`config.mk`:
```
export PLATFORM = sky130hd
export DESIGN_NAME = dbg_arbiter
export DESIGN_NICKNAME = d
export VERILOG_FILES = /design/src/rtl/dbg_arb_pkg.sv /design/src/rtl/dbg_rr_picker.sv /design/src/rtl/dbg_arbiter.sv
export SDC_FILE = /design/constraint.sdc
export NUM_CORES = 1
export LEC_CHECK = 0
export ABC_AREA = 0
export CORE_MARGIN = 3
export CORE_UTILIZATION = 41
export CTS_BUF_LIST = sky130_fd_sc_hd__clkbuf_16
export CTS_CLUSTER_DIAMETER = 60
export CTS_CLUSTER_SIZE = 10
export DETAILED_ROUTE_END_ITERATION = 6
export GPL_TIMING_DRIVEN = 0
export PLACE_DENSITY = 0.8
export SLEW_MARGIN = 40
export SYNTH_ARGS = -nofsm -noshare
export SYNTH_HDL_FRONTEND = slang
export SYNTH_HIERARCHICAL = 1
export SYNTH_SLANG_ARGS = --single-unit
```
`constraint.sdc`:
```
create_clock -name clk -period 1.95 [get_ports clk]
set_input_delay 0.39 -clock clk [delete_from_list [all_inputs] [get_ports clk]]
set_output_delay 0.39 -clock clk [all_outputs]
set_load 0.05 [all_outputs]
```
`src/rtl/dbg_arb_pkg.sv`:
```
// Shared definitions for the debug-port arbiter: command encoding,
// FSM state type and the response word returned on a watchdog expiry.
package dbg_arb_pkg;

    localparam logic [7:0]  DBG_CMD_NOP      = 8'h00;
    localparam logic [31:0] DBG_TIMEOUT_DATA = 32'hDEAD_BEEF;

    typedef enum logic [1:0] {
        IDLE    = 2'd0,
        BUSY    = 2'd1,
        RELEASE = 2'd2
    } arb_state_t;

endpackage

```
`src/rtl/dbg_rr_picker.sv`:
```
// Round-robin winner selection: returns the first requester at or after
// the pointer, wrapping around to the lowest index when none is found.
module dbg_rr_picker
    import dbg_arb_pkg::*;
#(
    parameter int N_MASTERS = 2,
    parameter int IW        = 1
)(
    input  logic [N_MASTERS-1:0] i_req,
    input  logic [IW-1:0]        i_ptr,
    output logic                 o_valid,
    output logic [IW-1:0]        o_winner
);

    logic          w_hiValid;
    logic [IW-1:0] w_hiIdx;
    logic          w_loValid;
    logic [IW-1:0] w_loIdx;

    // Scan downwards so the last hit is the lowest index, both overall and at/after the pointer
    always_comb begin
        w_hiValid = 1'b0;
        w_hiIdx   = '0;
        w_loValid = 1'b0;
        w_loIdx   = '0;
        for (int i = N_MASTERS - 1; i >= 0; i--) begin
            if (i_req[i]) begin
                w_loValid = 1'b1;
                w_loIdx   = IW'(i);
                if (IW'(i) >= i_ptr) begin
                    w_hiValid = 1'b1;
                    w_hiIdx   = IW'(i);
                end
            end
        end
    end

    assign o_valid  = w_hiValid | w_loValid;
    assign o_winner = w_hiValid ? w_hiIdx : w_loIdx;

endmodule

```
`src/rtl/dbg_arbiter.sv`:
```
// Round-robin arbiter sharing one DUT debug port between N_MASTERS debug
// masters. A whole transaction (command -> done) is granted at a time; the
// command is latched toward the DUT and the response/done pulse is routed
// back to the granted master only.
// Optional build macro DBG_ARB_TIMEOUT_EN adds a BUSY watchdog
// (TIMEOUT_CYCLES) and the sticky timeout_o flag.
module dbg_arbiter
    import dbg_arb_pkg::*;
#(
    parameter int BITSIZE   = 32,
    parameter int N_MASTERS = 2
`ifdef DBG_ARB_TIMEOUT_EN
    ,parameter int TIMEOUT_CYCLES = 1024
`endif
)(
    input  logic                                                   clk,
    input  logic                                                   rstn_i,
    input  logic [N_MASTERS*8-1:0]                                 m_cmd_i,
    input  logic [N_MASTERS*BITSIZE-1:0]                           m_addr_i,
    input  logic [N_MASTERS*BITSIZE-1:0]                           m_data_i,
    output logic [N_MASTERS*BITSIZE-1:0]                           m_data_o,
    output logic [N_MASTERS-1:0]                                   m_ready_o,
    output logic [N_MASTERS-1:0]                                   m_done_o,
    output logic [7:0]                                             dut_cmd_o,
    output logic [BITSIZE-1:0]                                     dut_addr_o,
    output logic [BITSIZE-1:0]                                     dut_data_o,
    input  logic [BITSIZE-1:0]                                     dut_data_i,
    input  logic                                                   dut_ready_i,
    input  logic                                                   dut_done_i,
    output logic [((N_MASTERS > 1) ? $clog2(N_MASTERS) : 1)-1:0]   grant_o,
    output logic                                                   busy_o
`ifdef DBG_ARB_TIMEOUT_EN
    ,output logic                                                  timeout_o
`endif
);

    localparam int IW = (N_MASTERS > 1) ? $clog2(N_MASTERS) : 1;

    arb_state_t               r_state;
    logic [IW-1:0]            r_ptr;

    logic [N_MASTERS-1:0]         w_req;
    logic                         w_valid;
    logic [IW-1:0]                w_winner;
    logic [7:0]                   w_selCmd;
    logic [BITSIZE-1:0]           w_selAddr;
    logic [BITSIZE-1:0]           w_selData;
    logic [N_MASTERS-1:0]         w_grantOh;
    logic [BITSIZE-1:0]           w_respData;
    logic [N_MASTERS*BITSIZE-1:0] w_respBus;
    logic                         w_finish;
    logic [IW-1:0]                w_ptrNext;

`ifdef DBG_ARB_TIMEOUT_EN
    localparam int TW = (TIMEOUT_CYCLES > 2) ? $clog2(TIMEOUT_CYCLES) : 1;
    logic [TW-1:0] r_toCnt;
    logic          w_toHit;

    assign w_toHit    = (r_toCnt == TW'(TIMEOUT_CYCLES - 1));
    assign w_finish   = dut_done_i | w_toHit;
    assign w_respData = dut_done_i ? dut_data_i : BITSIZE'(DBG_TIMEOUT_DATA);
`else
    assign w_finish   = dut_done_i;
    assign w_respData = dut_data_i;
`endif

    // Decode request flags and mux out the candidate winner's command fields
    always_comb begin
        w_req     = '0;
        w_selCmd  = DBG_CMD_NOP;
        w_selAddr = '0;
        w_selData = '0;
        for (int i = 0; i < N_MASTERS; i++) begin
            w_req[i] = (m_cmd_i[i*8 +: 8] != DBG_CMD_NOP);
            if (IW'(i) == w_winner) begin
                w_selCmd  = m_cmd_i[i*8 +: 8];
                w_selAddr = m_addr_i[i*BITSIZE +: BITSIZE];
                w_selData = m_data_i[i*BITSIZE +: BITSIZE];
            end
        end
    end

    dbg_rr_picker #(
        .N_MASTERS (N_MASTERS),
        .IW        (IW)
    ) u_picker (
        .i_req    (w_req),
        .i_ptr    (r_ptr),
        .o_valid  (w_valid),
        .o_winner (w_winner)
    );

    assign w_grantOh = N_MASTERS'(1) << grant_o;
    assign w_ptrNext = (grant_o == IW'(N_MASTERS - 1)) ? '0 : grant_o + 1'b1;

    // Ready is a live view of the DUT, visible only to the master that owns the port
    assign m_ready_o = (r_state == BUSY && dut_ready_i) ? w_grantOh : '0;

    // Place the response word in the granted master's slice, zero elsewhere
    always_comb begin
        w_respBus = '0;
        for (int i = 0; i < N_MASTERS; i++) begin
            if (w_grantOh[i]) begin
                w_respBus[i*BITSIZE +: BITSIZE] = w_respData;
            end
        end
    end

    // Transaction FSM with all master- and DUT-facing outputs registered
    always_ff @(posedge clk or negedge rstn_i) begin
        if (!rstn_i) begin
            r_state    <= IDLE;
            r_ptr      <= '0;
            grant_o    <= '0;
            dut_cmd_o  <= DBG_CMD_NOP;
            dut_addr_o <= '0;
            dut_data_o <= '0;
            m_data_o   <= '0;
            m_done_o   <= '0;
            busy_o     <= 1'b0;
`ifdef DBG_ARB_TIMEOUT_EN
            r_toCnt    <= '0;
            timeout_o  <= 1'b0;
`endif
        end else begin
            case (r_state)
                IDLE: begin
                    dut_cmd_o <= DBG_CMD_NOP;
                    m_done_o  <= '0;
                    m_data_o  <= '0;
                    if (w_valid && dut_ready_i) begin
                        r_state    <= BUSY;
                        grant_o    <= w_winner;
                        dut_cmd_o  <= w_selCmd;
                        dut_addr_o <= w_selAddr;
                        dut_data_o <= w_selData;
                        busy_o     <= 1'b1;
`ifdef DBG_ARB_TIMEOUT_EN
                        r_toCnt    <= '0;
`endif
                    end
                end
                BUSY: begin
                    if (w_finish) begin
                        r_state   <= RELEASE;
                        dut_cmd_o <= DBG_CMD_NOP;
                        m_done_o  <= w_grantOh;
                        m_data_o  <= w_respBus;
                    end
`ifdef DBG_ARB_TIMEOUT_EN
                    if (w_toHit && !dut_done_i) begin
                        timeout_o <= 1'b1;
                    end
                    r_toCnt <= r_toCnt + 1'b1;
`endif
                end
                RELEASE: begin
                    r_state   <= IDLE;
                    r_ptr     <= w_ptrNext;
                    dut_cmd_o <= DBG_CMD_NOP;
                    m_done_o  <= '0;
                    m_data_o  <= '0;
                    busy_o    <= 1'b0;
                end
                default: begin
                    r_state <= IDLE;
                end
            endcase
        end
    end

endmodule

```
# After elaboration in Yosys (flattened, before gate mapping)

Index checks and enable logic that the tools add are counted.

Bits in registers: 143
Input port bits: 180
Output and inout port bits: 142
Logic and storage cells: 61

Add/subtract/negate cells: 1
$lt $le $gt $ge: 2
Equality and inequality tests: 4
Shifts and indexed selects: 1
Muxes and demuxes: 29
Bitwise logic cells: 1
Reductions and logical operators: 14

Operators with widths:

| operator                                                              | count |
|---|---|
| 32-bit two-way mux                                                    | 4 |
| 64-bit case mux with 2 select lines                                   | 1 |
| 64-bit two-way mux                                                    | 1 |
| 8-bit two-way mux                                                     | 3 |
| 8-bit case mux with 3 select lines                                    | 1 |
| 8-bit nonzero test                                                    | 2 |
| 1-bit two-way mux                                                     | 12 |
| 2-bit AND reduction                                                   | 5 |
| 2-bit two-way mux                                                     | 4 |
| 2-bit case mux with 2 select lines                                    | 2 |
| 2-bit != test, second input constant                                  | 2 |
| 2-bit nonzero test                                                    | 2 |
| 3-bit nonzero test                                                    | 1 |
| 2-bit by 1-bit equality test with 1-bit output, second input constant | 1 |
| 2-bit equality test, second input constant                            | 1 |
| 1-bit greater-or-equal comparator, first input constant               | 2 |
| 1-bit logical AND                                                     | 2 |
| 2-bit zero test                                                       | 1 |
| 1-bit case mux with 2 select lines                                    | 1 |
| 2-bit OR reduction                                                    | 1 |
| 1-bit by 1-bit << shifter with 2-bit output, first input constant     | 1 |
| 1-bit adder, second input constant                                    | 1 |
| 1-bit OR                                                              | 1 |

# Depth between registers and ports, before layout

Gate-level depths: netlist of the first run.

Word-level depth: 9
Depth in mapped cells: 9
Depth with buffers taken out: 6

# Hierarchy

The synthesis of the first run kept the hierarchy.

By module, submodules not included:

| module        | times used | cells each | area each (um^2) | sequential area each (um^2) |
|---|---|---|---|---|
| dbg_arbiter   | 1          | 635        | 6,391.1          | 3,578.4 |
| dbg_rr_picker | 1          | 3          | 17.5             | 0.0 |

# Worst setup path after synthesis of the first run

No wires, ideal clock.

Path kind: input port to flip-flop
Start point: input port m_cmd_i[6]
End point: register grant_o
Library setup time: 0.125 ns
Arrival: 1.738 ns
Data required time: 1.825 ns
Path slack: 0.087 ns
Stages on the path: 7
Path buffers: 2
Cells stage by stage: nor4_1 -> nand2_1 -> or2_1 -> nand3_1 -> buf_2 -> buf_2 -> mux2_2

Word-level cells in the longest chain between the ends: 5
Elaborated cells on any way between the ends: 9
Those cells by class: 5 x mux; 1 x bitwise; 3 x reduce/logical

Ends and longest elaborated chain:

| item                            | RTL line            | RTL |
|---|---|---|
| from (decl)                     | dbg_arbiter.sv:18   | `input logic [N_MASTERS*8-1:0] m_cmd_i,` |
| 8-bit nonzero test *            | dbg_arbiter.sv:74   | `w_req[i] = (m_cmd_i[i*8 +: 8] != DBG_CMD_NOP);` |
| via w_req[0]                    | dbg_arbiter.sv:42   | `logic [N_MASTERS-1:0] w_req;` |
| 1-bit two-way mux               | dbg_rr_picker.sv:27 | `if (i_req[i]) begin` |
| 1-bit OR *                      | dbg_rr_picker.sv:38 | `assign o_valid = w_hiValid \| w_loValid;` |
| via w_valid                     | dbg_arbiter.sv:43   | `logic w_valid;` |
| 1-bit logical AND *             | dbg_arbiter.sv:131  | `if (w_valid && dut_ready_i) begin` |
| 2-bit AND reduction (no line) * | -                   |  |
| to (signal assigned)            | dbg_arbiter.sv:133  | `grant_o <= w_winner;` |
| to (decl)                       | dbg_arbiter.sv:30   | `output logic [((N_MASTERS > 1) ? $clog2(N_MASTERS) : 1)-1:0] grant_o,` |

The timed path passes the listed nets; every way through them passes the cells marked *.
A chain may end at the register's enable or synchronous reset.

# Worst setup path in the final report of the first run

Start point: register r_state[0]
End point: output port m_ready_o[1]

Word-level cells in the longest chain between the ends: 3

Ends and longest elaborated chain:

| item                                           | RTL line           | RTL |
|---|---|---|
| from (decl)                                    | dbg_arbiter.sv:39  | `arb_state_t r_state;` |
| from (signal assigned)                         | dbg_arbiter.sv:112 | `r_state <= IDLE;` |
| from (signal assigned)                         | dbg_arbiter.sv:132 | `r_state <= BUSY;` |
| from (signal assigned)                         | dbg_arbiter.sv:145 | `r_state <= RELEASE;` |
| 2-bit by 1-bit equality test with 1-bit output | dbg_arbiter.sv:97  | `assign m_ready_o = (r_state == BUSY && dut_ready_i) ? w_grantOh : '0;` |
| 1-bit logical AND                              | dbg_arbiter.sv:97  |  |
| 2-bit two-way mux                              | dbg_arbiter.sv:97  |  |
| to (decl)                                      | dbg_arbiter.sv:22  | `output logic [N_MASTERS-1:0] m_ready_o,` |

No other way between the ends.

==> qor.txt, run 1 <==
Htree depth - 4
HPWL after DPL - 17.1 mm
PwrDens - 1960 mW/mm²
Fin util - 71.4%
Hold Fails Final Rpt - 0
Clock buffer depth - 2
Synthesized area - 0.00641 mm²
Syn Nets - 822
Die Span Y - 131 µm
Peak VDD IR - 1.13 mV
Critical path, cell by cell - buf_4 > ha_4 > and3_1 > buf_6
Crit share post-route - 95.7%
Iteration count of the initial detailed-routing pass - 4
CTS tree - done
Root Buffer - clkbuf_16
CP Max Fanout - 5
CP arrival - 1480 ps
Async S/R FF share, synth - 100%
Top-area cell type share of the netlist area - 55.8%
Buf/Inv on CP - 2
Largest family of logic cells by synthesized area - compound AO/OA/AOI/OAI gates
Leakage - 5.28 nW
First-pass GRT wire length - 33.0 mm
Max Fclk - 0.536 GHz
Cts bufs inserted - 17
Clock-pin slew on the worst setup and hold paths - 60 ps
Slew @ Worst Pin - 598 ps
Antenna violations before repair - 0
Top_reg_cell synth - dfrtp_1
Slowest Stage Delay on Critical Path - 400 ps
DRC violations left - 0
Initial core utilization - 42.0%
Post-Syn Instances - 638
Final nets - 1177
Gp weighted congestion - 0.823
Overall power - 0.0213 W
WL/cell - 19.0 µm
CP top delay family - flip-flops
Initial DRC Count - 291
Finish-stage setup viols - 0
Setup CP Type - flip-flop to output port
Unique masters post-synth - 31
Flops & latches, synth - 143
Synth top area cells - dfrtp_1, mux2i_1, o21ai_0
Reg2Reg Depth - 7
Mean Syn Cell Area - 10.0 µm²
FP Rows - 45
Area grow syn2layout - 69.9%
Grt total ovfl - 0
Status - finished clean
Core Area - 0.0153 mm²
EDFF count, synth - 0
Setup crit start kind - flip-flop
Sequential area share after synthesis - 55.8%
DIE AREA - 0.0172 mm²
Critical Path Sink Type - output port
Hold depth - 3
XOR/XNOR share of the synthesized area - 0%
Critical-path top delay cell - dfrtp_2
Levels on crit path - 4
Final clock skew - 7.26 ps
Worst hold path class - primary input to flip-flop
Post-Synth Adder-Cell Area - 0.781%
PortBufs - 321
Largest net degree at the start of global routing - 59
Clock tree sinks - 143
Routed wire length - 23.1 mm
Synth Area in Compound Gates - 18.1%
Mux contribution to synthesized area - 11.6%
Die X - 131 µm
Maxcap violations - 0
Skew-Pair Late Insertion Delay - 410 ps
Min Clock Period, post-route - 1870 ps
Vias - 6238
Post-synth top area cell - dfrtp_1
GRT Total Usage - 25.0%
Post-Synth Simple-Gate Area - 9.61%
ANT nets after route - 0
Slew Limit Fails - 0
Via density - 5.13
Critical Path RT - 1560 ps
Share of layout cells above drive strength 1 - 13.1%
Slew HR - 60.3%
YS warnings - 6
Vias in the first global route - 6080
IO Pins - 322
[routing by layer]
metal	vias to the layer above	track usage (%)	wire, µm
met3	35	8.01	2020
li1	2932	-	-
met2	233	43.1	11800
met5	-	0	0
met1	3038	29.5	8680
met4	0	8.65	546
[report_power, final]
group | internal (W) | switching [W]
Clock | 0.00198 | 0.00123
Sequential | 0.00437 | 0.000714
Combinational | 0.00403 | 0.00902
[final timing paths]
| path | startpoint | to | slack, ps |
|---|---|---|---|
| hold / removal | m_cmd_i[6] | dut_cmd_o[6] | 350 |
| hold reg to reg | dut_addr_o[13] | dut_addr_o[13] | 480 |
| min in group asynchronous | rstn_i | m_data_o[25] | 460 |
| max in group asynchronous | rstn_i | dut_data_o[10] | 890 |
| setup reg to reg | r_state[0] | dut_cmd_o[1] | 100 |
| setup / recovery | r_state[0] | m_ready_o[1] | 80 |
[registers in the layout, summed over array words and instances (netlist names)]
register / flops
grant_o: 1
dut_addr_o: 32
busy_o: 1
r_ptr: 1
dut_cmd_o: 8
m_data_o: 64
r_state: 2
dut_data_o: 32
m_done_o: 2
[cells by family (layout without fill, tap and decap cells)]
family                     Yosys count  after routing
AOI/OAI and AO/OA                  212            212
adders and majority gates            4              4
buffers and inverters               56            423
DFF                                143            143
muxes                               74             74
other                                0              1
and+or+nand+nor                    149            149
[layout make-up]
type / instances / area, µm²
timing repair buffer: 336 / 3310
fill: 1236 / 4370
multi-input combinational: 439 / 2720
tap: 211 / 264
buffer: 52 / 419
clock inverter: 14 / 151
inverter: 4 / 15.0
clock buffer: 17 / 425
antenna: 1 / 2.50
sequential: 143 / 3580
[through the flow]
stage	setup slack, ps	TNS, ps	cell area [µm²]	hold WS (ps)	instances
floorplan	86.7	0	6410	94.4	638
global placement	-5300	-807500	9890	462	1170
detailed placement	-780	-52630	9950	298	1172
CTS	-8.71	-39.5	10500	438	1204
global route	-9.79	-9.79	10900	363	1216
finish	84.0	0	10900	348	1217
[layout by cell type (no fill, tap or decap), types with 3 or more instances in the layout]
master / Yosys / routed
clkinv_2: 0 / 3
clkinv_1: 0 / 3
clkbuf_1: 21 / 8
nor4_2: 0 / 4
buf_12: 0 / 5
dlymetal6s2s_1: 0 / 13
o21ai_0: 141 / 137
mux2i_1: 72 / 58
mux2i_2: 0 / 12
buf_2: 23 / 11
clkdlybuf4s50_1: 0 / 165
buf_4: 4 / 7
o21ai_1: 56 / 60
o2bb2ai_2: 8 / 8
buf_6: 1 / 14
clkbuf_4: 0 / 5
inv_1: 4 / 4
clkbuf_16: 0 / 21
dfrtp_1: 143 / 142
clkinvlp_4: 0 / 3
bufinv_16: 0 / 3
dlygate4sd2_1: 0 / 139
clkbuf_2: 2 / 11
nand2_1: 134 / 134
[cells in the mapped netlist, drive strengths merged, types with 2 or more instances]
library cell  instances
a21oi                 2
nor3                  2
mux2                  2
nand2               134
dfrtp               143
mux2i                72
inv                   4
o2bb2ai               8
nor4                  4
clkbuf               23
or2                   3
ha                    4
o21ai               197
buf                  29
[tightest hold or removal path, stage by stage]
cell and delay (ps):
dlymetal6s2s_1 120, mux2i_1 90, o2bb2ai_2 120
[timing repair]
item | CTS | global route
pin swaps | 0 | 10
endpoints found under the setup margin | 255 | 141
endpoints found under the hold margin | 38 | 0
gates cloned | 0 | 6
buffers inserted | 0 | 6
resized for setup | 196 | 79
hold buffers | 1 | 0
Note: power is estimated with default switching activity, not from simulation.
==> inputs of run 2 (changes only) <==
--- a/config.mk
+++ b/config.mk
@@ -6,6 +6,7 @@
 export NUM_CORES = 1
 export LEC_CHECK = 0
 export ABC_AREA = 0
+export CAP_MARGIN = 20
 export CORE_MARGIN = 3
 export CORE_UTILIZATION = 41
 export CTS_BUF_LIST = sky130_fd_sc_hd__clkbuf_16
==> results of run 2 <==
Final layout, timing and power as in run 1 (identical DEF).
==> inputs of run 3 (changes only) <==
--- a/config.mk
+++ b/config.mk
@@ -7,14 +7,15 @@
 export LEC_CHECK = 0
 export ABC_AREA = 0
 export CAP_MARGIN = 20
-export CORE_MARGIN = 3
-export CORE_UTILIZATION = 41
+export CORE_AREA = 3 3 125 127
 export CTS_BUF_LIST = sky130_fd_sc_hd__clkbuf_16
 export CTS_CLUSTER_DIAMETER = 60
 export CTS_CLUSTER_SIZE = 10
 export DETAILED_ROUTE_END_ITERATION = 6
+export DIE_AREA = 0 0 128 130
+export DONT_BUFFER_PORTS = 1
 export GPL_TIMING_DRIVEN = 0
-export PLACE_DENSITY = 0.8
+export PLACE_DENSITY = 0.56
 export SLEW_MARGIN = 40
 export SYNTH_ARGS = -nofsm -noshare
 export SYNTH_HDL_FRONTEND = slang
==> run 3 against run 2 <==
- the run now ends with negative hold slack left
- final cell count fell by 30%
- clock-buffer cell count did not move
- non-clock buffer count fell by 336
- hold slack got worse by 680 ps
- first-iteration DRC count fell by 19%
- die area fell by 3.1%
- sequential cell count did not move
==> qor.txt, run 3 (synthesis gave the netlist of run 1 again) <==
Cts bufs inserted - 17 (unchanged)
Maxcap violations - 0 (unchanged)
ANT nets after route - 0 (unchanged)
Largest registers - m_data_o (64), dut_addr_o (32), dut_data_o (32)
Reg-to-Reg Start - r_state[0]
First-pass GRT wire length - 27.4 mm (-17%)
WL/cell - 21.2 µm (+12%)
Unrepaired setup endpoints after global routing - false
Register area - 0.00358 mm² (+0.11%)
Worst hold path class - primary input to asynchronous set/reset pin
Gp weighted congestion - 0.803 (-2.4%)
Status - finished with violations
Failing checks - negative hold slack
DIE AREA - 0.0166 mm² (-3.1%)
Clock-pin slew on the worst setup and hold paths - 60 ps (about the same)
Slew HR - 61.7% (+1.4 points)
IO Pins - 322 (unchanged)
Clock tree sinks - 143 (unchanged)
CTS tree - done
Slew @ Worst Pin - 575 ps (-23.6 ps)
Die Span Y - 130 µm (-0.78%)
FP Rows - 44 (-2.2%)
Share of layout cells above drive strength 1 - 13.6% (+0.45 points)
DRC violations left - 0 (unchanged)
CP Max Fanout - 5 (unchanged)
Routed wire length - 18.1 mm (-22%)
Die X - 128 µm (-2.3%)
Grt total ovfl - 0 (unchanged)
Min Clock Period, post-route - 1870 ps (-0.583 ps)
PortBufs - 0 (-100%)
Worst Slack Setup Final - 84.6 ps (+0.583 ps)
Skew-Pair Late Insertion Delay - 410 ps (about the same)
Crit. Startpoint - r_state[1]
DP Worst Slack - -332 ps (+448 ps)
HPWL after DPL - 13.8 mm (-20%)
Iteration count of the initial detailed-routing pass - 4 (unchanged)
Biggest register - m_data_o
Slew Limit Fails - 0 (unchanged)
Crit share post-route - 95.7% (about the same)
Clock buffer depth - 2 (unchanged)
Vias - 4837 (-22%)
Ant diodes - 0 (-1)
Final clock skew - 9.08 ps (+1.81 ps)
Root Buffer - clkbuf_16
Initial core utilization - 44.1% (+2.1 points)
CP arrival - 1480 ps (about the same)
Setup crit start kind - flip-flop
Setup CP Type - flip-flop to output port
Most frequent cells in the layout - o21ai_0, dfrtp_1, nand2_1
Largest net degree at the start of global routing - 144 (+140%)
Area grow syn2layout - 13.4%
Setup bufs post-CTS - 0 (unchanged)
Antenna violations before repair - 0 (unchanged)
Finish-stage setup viols - 0 (unchanged)
Initial DRC Count - 235 (-19%)
Core Area - 0.0145 mm² (-4.7%)
Hold Fails Final Rpt - 143 (+143)
Vias in the first global route - 4931 (-19%)
Max Fclk - 0.536 GHz (about the same)
WHS - -329 ps (-678 ps)
Multi-input combinational cell area - 0.00260 mm² (-4.5%)
GRT Total Usage - 21.3% (-3.8 points)
Htree depth - 4 (unchanged)
Final nets - 841 (-29%)
Max FFs per register - 64 (unchanged)
Critical Path Sink Type - output port
Via density - 5.66 (+11%)
Fillers - 1344 (+8.7%)
Critical Path RT - 1560 ps (about the same)
## run 3: cell types whose count changed in the layout (fill, tap and decap cells not counted), moves of 5 or more
cell / before / now
mux2i_2: 12 / 0
buf_6: 14 / 2
dlymetal6s2s_1: 13 / 0
dlygate4sd2_1: 139 / 0
clkbuf_1: 8 / 17
mux2i_1: 58 / 72
clkbuf_2: 11 / 6
clkdlybuf4s50_1: 165 / 0
buf_12: 5 / 0
## run 3: what timing repair did
item	in CTS	in global routing
pin swaps	1	1
gates cloned	0	0
endpoints found under the setup margin	82	130
gates resized for setup	17	14
hold endpoints to repair	143	143
## run 3: final cells by class
cell class,count,area share [%]
Clock buffer,17,5.86
Inverter,4,0.207
Buffer,52,3.94
Clock inverter,15,1.69
Sequential cell,143,49.3
Tap cell,184,3.17
Multi-Input combinational cell,439,35.8
## run 3: worst max-delay path: stages (launching register included)
cell     delay [ps]
dfrtp_1         410
inv_2           100
ha_4            170
nand2_1          90
nor2_4          290
## run 3: final timing paths
check / to / slack, ps / depth (start not counted)
max: m_ready_o[0] / 80 / 4
min: m_data_o[58] / -330 / 0
max reg2reg: m_data_o[59] / 150 / 8
min reg2reg: r_ptr / 490 / 2
max in group asynchronous: r_state[0] / 2060 / 0
min in group clk: m_data_o[1] / 90 / 2
## run 3: through the flow
stage          std cells  area [µm²]  util, %  hold WS (ps)  TNS (ps)
2_1_floorplan        638        6410        -          94.4         0
3_3_place_gp         822        6640     45.7          98.5    -16080
3_5_place_dp         822        6640     45.7          98.1    -19360
4_1_cts              854        7240     49.8          -350         0
5_1_grt              854        7260     50.0          -357         0
6_report             854        7260     50.0          -329         0
## run 3: metal layers
layer | up-vias | part of all wire (%) | wire (µm) | track usage [%]
li1 | 2251 | - | - | -
met1 | 2341 | 36 | 6580 | 24.1
met2 | 221 | 51 | 9180 | 36.1
met3 | 24 | 11 | 2050 | 9.41
met4 | 0 | 1.6 | 284 | 6.99
met5 | - | 0 | 0 | 0
Power of run 3 is left out: the tool's default activity adds up to more than one toggle a clock period on the data nets, which glitch-free logic cannot reach.
==> edit (settings of run 3) <==
Encoding of `arb_state_t`: now one-hot (3 bits for 3 states).
--- a/src/rtl/dbg_arb_pkg.sv
+++ b/src/rtl/dbg_arb_pkg.sv
@@ -5,10 +5,10 @@
     localparam logic [7:0]  DBG_CMD_NOP      = 8'h00;
     localparam logic [31:0] DBG_TIMEOUT_DATA = 32'hDEAD_BEEF;
 
-    typedef enum logic [1:0] {
-        IDLE    = 2'd0,
-        BUSY    = 2'd1,
-        RELEASE = 2'd2
+    typedef enum logic [2:0] {
+        IDLE    = 3'b001,
+        BUSY    = 3'b010,
+        RELEASE = 3'b100
     } arb_state_t;
 
 endpackage
Formal check against the unedited RTL: same outputs for any inputs over 4 cycles, from zero or initial values and one cycle with rstn_i low; so few cycles prove little.
==> edit against run 3 <==
The run ends with hold timing, setup timing left; core utilization grew 4.4 points; routed wire length up 17%; cell area rose by 8.7%; clock skew up 0.00087 ns; setup slack worse by 0.091 ns; die area is the same; first-iteration DRC count is 8.5% higher; synthesized area rose by 7.0%; cell count fell by 0.94%; sequential cell count rose by 1; worst hold slack about the same; critical path type unchanged.
==> edit: results (changes against run 3) <==
sta:
  setup-violations-final: 1  # was 0
  slew_headroom_pct: 59.4  # was 61.7%
  setup_ws_ns: -0.00620  # was 0.0846 ns
  hold_slack_ns: -0.329  # about the same
  hold_viol: 144  # was 143
yosys:
  synth_compound_area_share_pct: 14.4  # was 18.1%
  synthAdderAreaFrac_pct: 0  # was 0.781%
  postSynthNetCount: 802  # was 822
  syn_avg_cell_area_sq_um: 11.0  # was 10.0 sq um
  ys_top_cells_by_count: "dfrtp_1 (143), a21oi_1 (128), mux2i_1 (72)"  # was dfrtp_1 (143), o21ai_0 (141), nand2_1 (134)
cells_and_area:
  clock_area_share_pct: 6.99  # was 7.54%
  buffers: 75  # was 52
  multi_input_area_sq_um: 3010  # was 2600 sq um
  stdcell_count: 846  # was 854
  seq_share_pct: 45.7  # was 49.3%
  fillCellCount: 1325  # was 1344
  multi_input_gates: 409  # was 439
  final_util_pct: 54.3  # was 50.0%
placement:
  placed_cell_area_sq_um: 7090  # was 6640 sq um
  place_congestion: 0.797  # was 0.803
setup_path:
  cpMaxStageDelayCell: "dfstp_2"  # was dfrtp_1
  regToRegSetupSlack_ns: 0.04  # was 0.15 ns
  crit_family: "simple AND/OR/NAND/NOR gates"  # was flip-flops
  critical_path_arrival_ns: 1.57  # was 1.48 ns
status:
  status: "finished with violations"  # unchanged
  violations: "hold timing, setup timing"  # was hold timing
global_routing:
  use_met3_pct: 9.13  # was 9.41%
  grt_pass1_wl_um: 30600  # was 27400 um
routing:
  avgRoutedWirePerCell_um: 25.0  # was 21.2 um
  wl_met3_um: 2030  # was 2050 um
edit: cell types whose count changed after synthesis, moves of 16 or more:
cell      before  now
clkbuf_1      21   41
o21ai_0      141    2
a21o_1         0   34
nor4_1         4   37
mux2_4         0   18
o21ai_1       56    1
a21oi_1        2  128
nor4b_1        0   33
nand2_1      134   37
buf_2         23    7
edit: repair_timing:
item	4_1_cts	5_1_grt
cloned	0	1
pin swaps	4	4
endpoints found under the hold margin	144	144
gates resized for setup	58	26
setup endpoints to repair	124	114
buffers inserted	7	2
edit: power by group through the flow:
stage,Clock (uW),Combinational (uW),Sequential (uW)
finish,3070,5420,8300
global route,3260,5950,8420
CTS,3130,5310,8320
detailed placement,0,4960,8360
global placement,0,4790,8360
floorplan,0,3880,7980
edit: cell families after synthesis:
group           Yosys count
compound gates          175
flops                   144
simple gates            128
mux                     105
buf+inv                  69
xor+xnor                  1
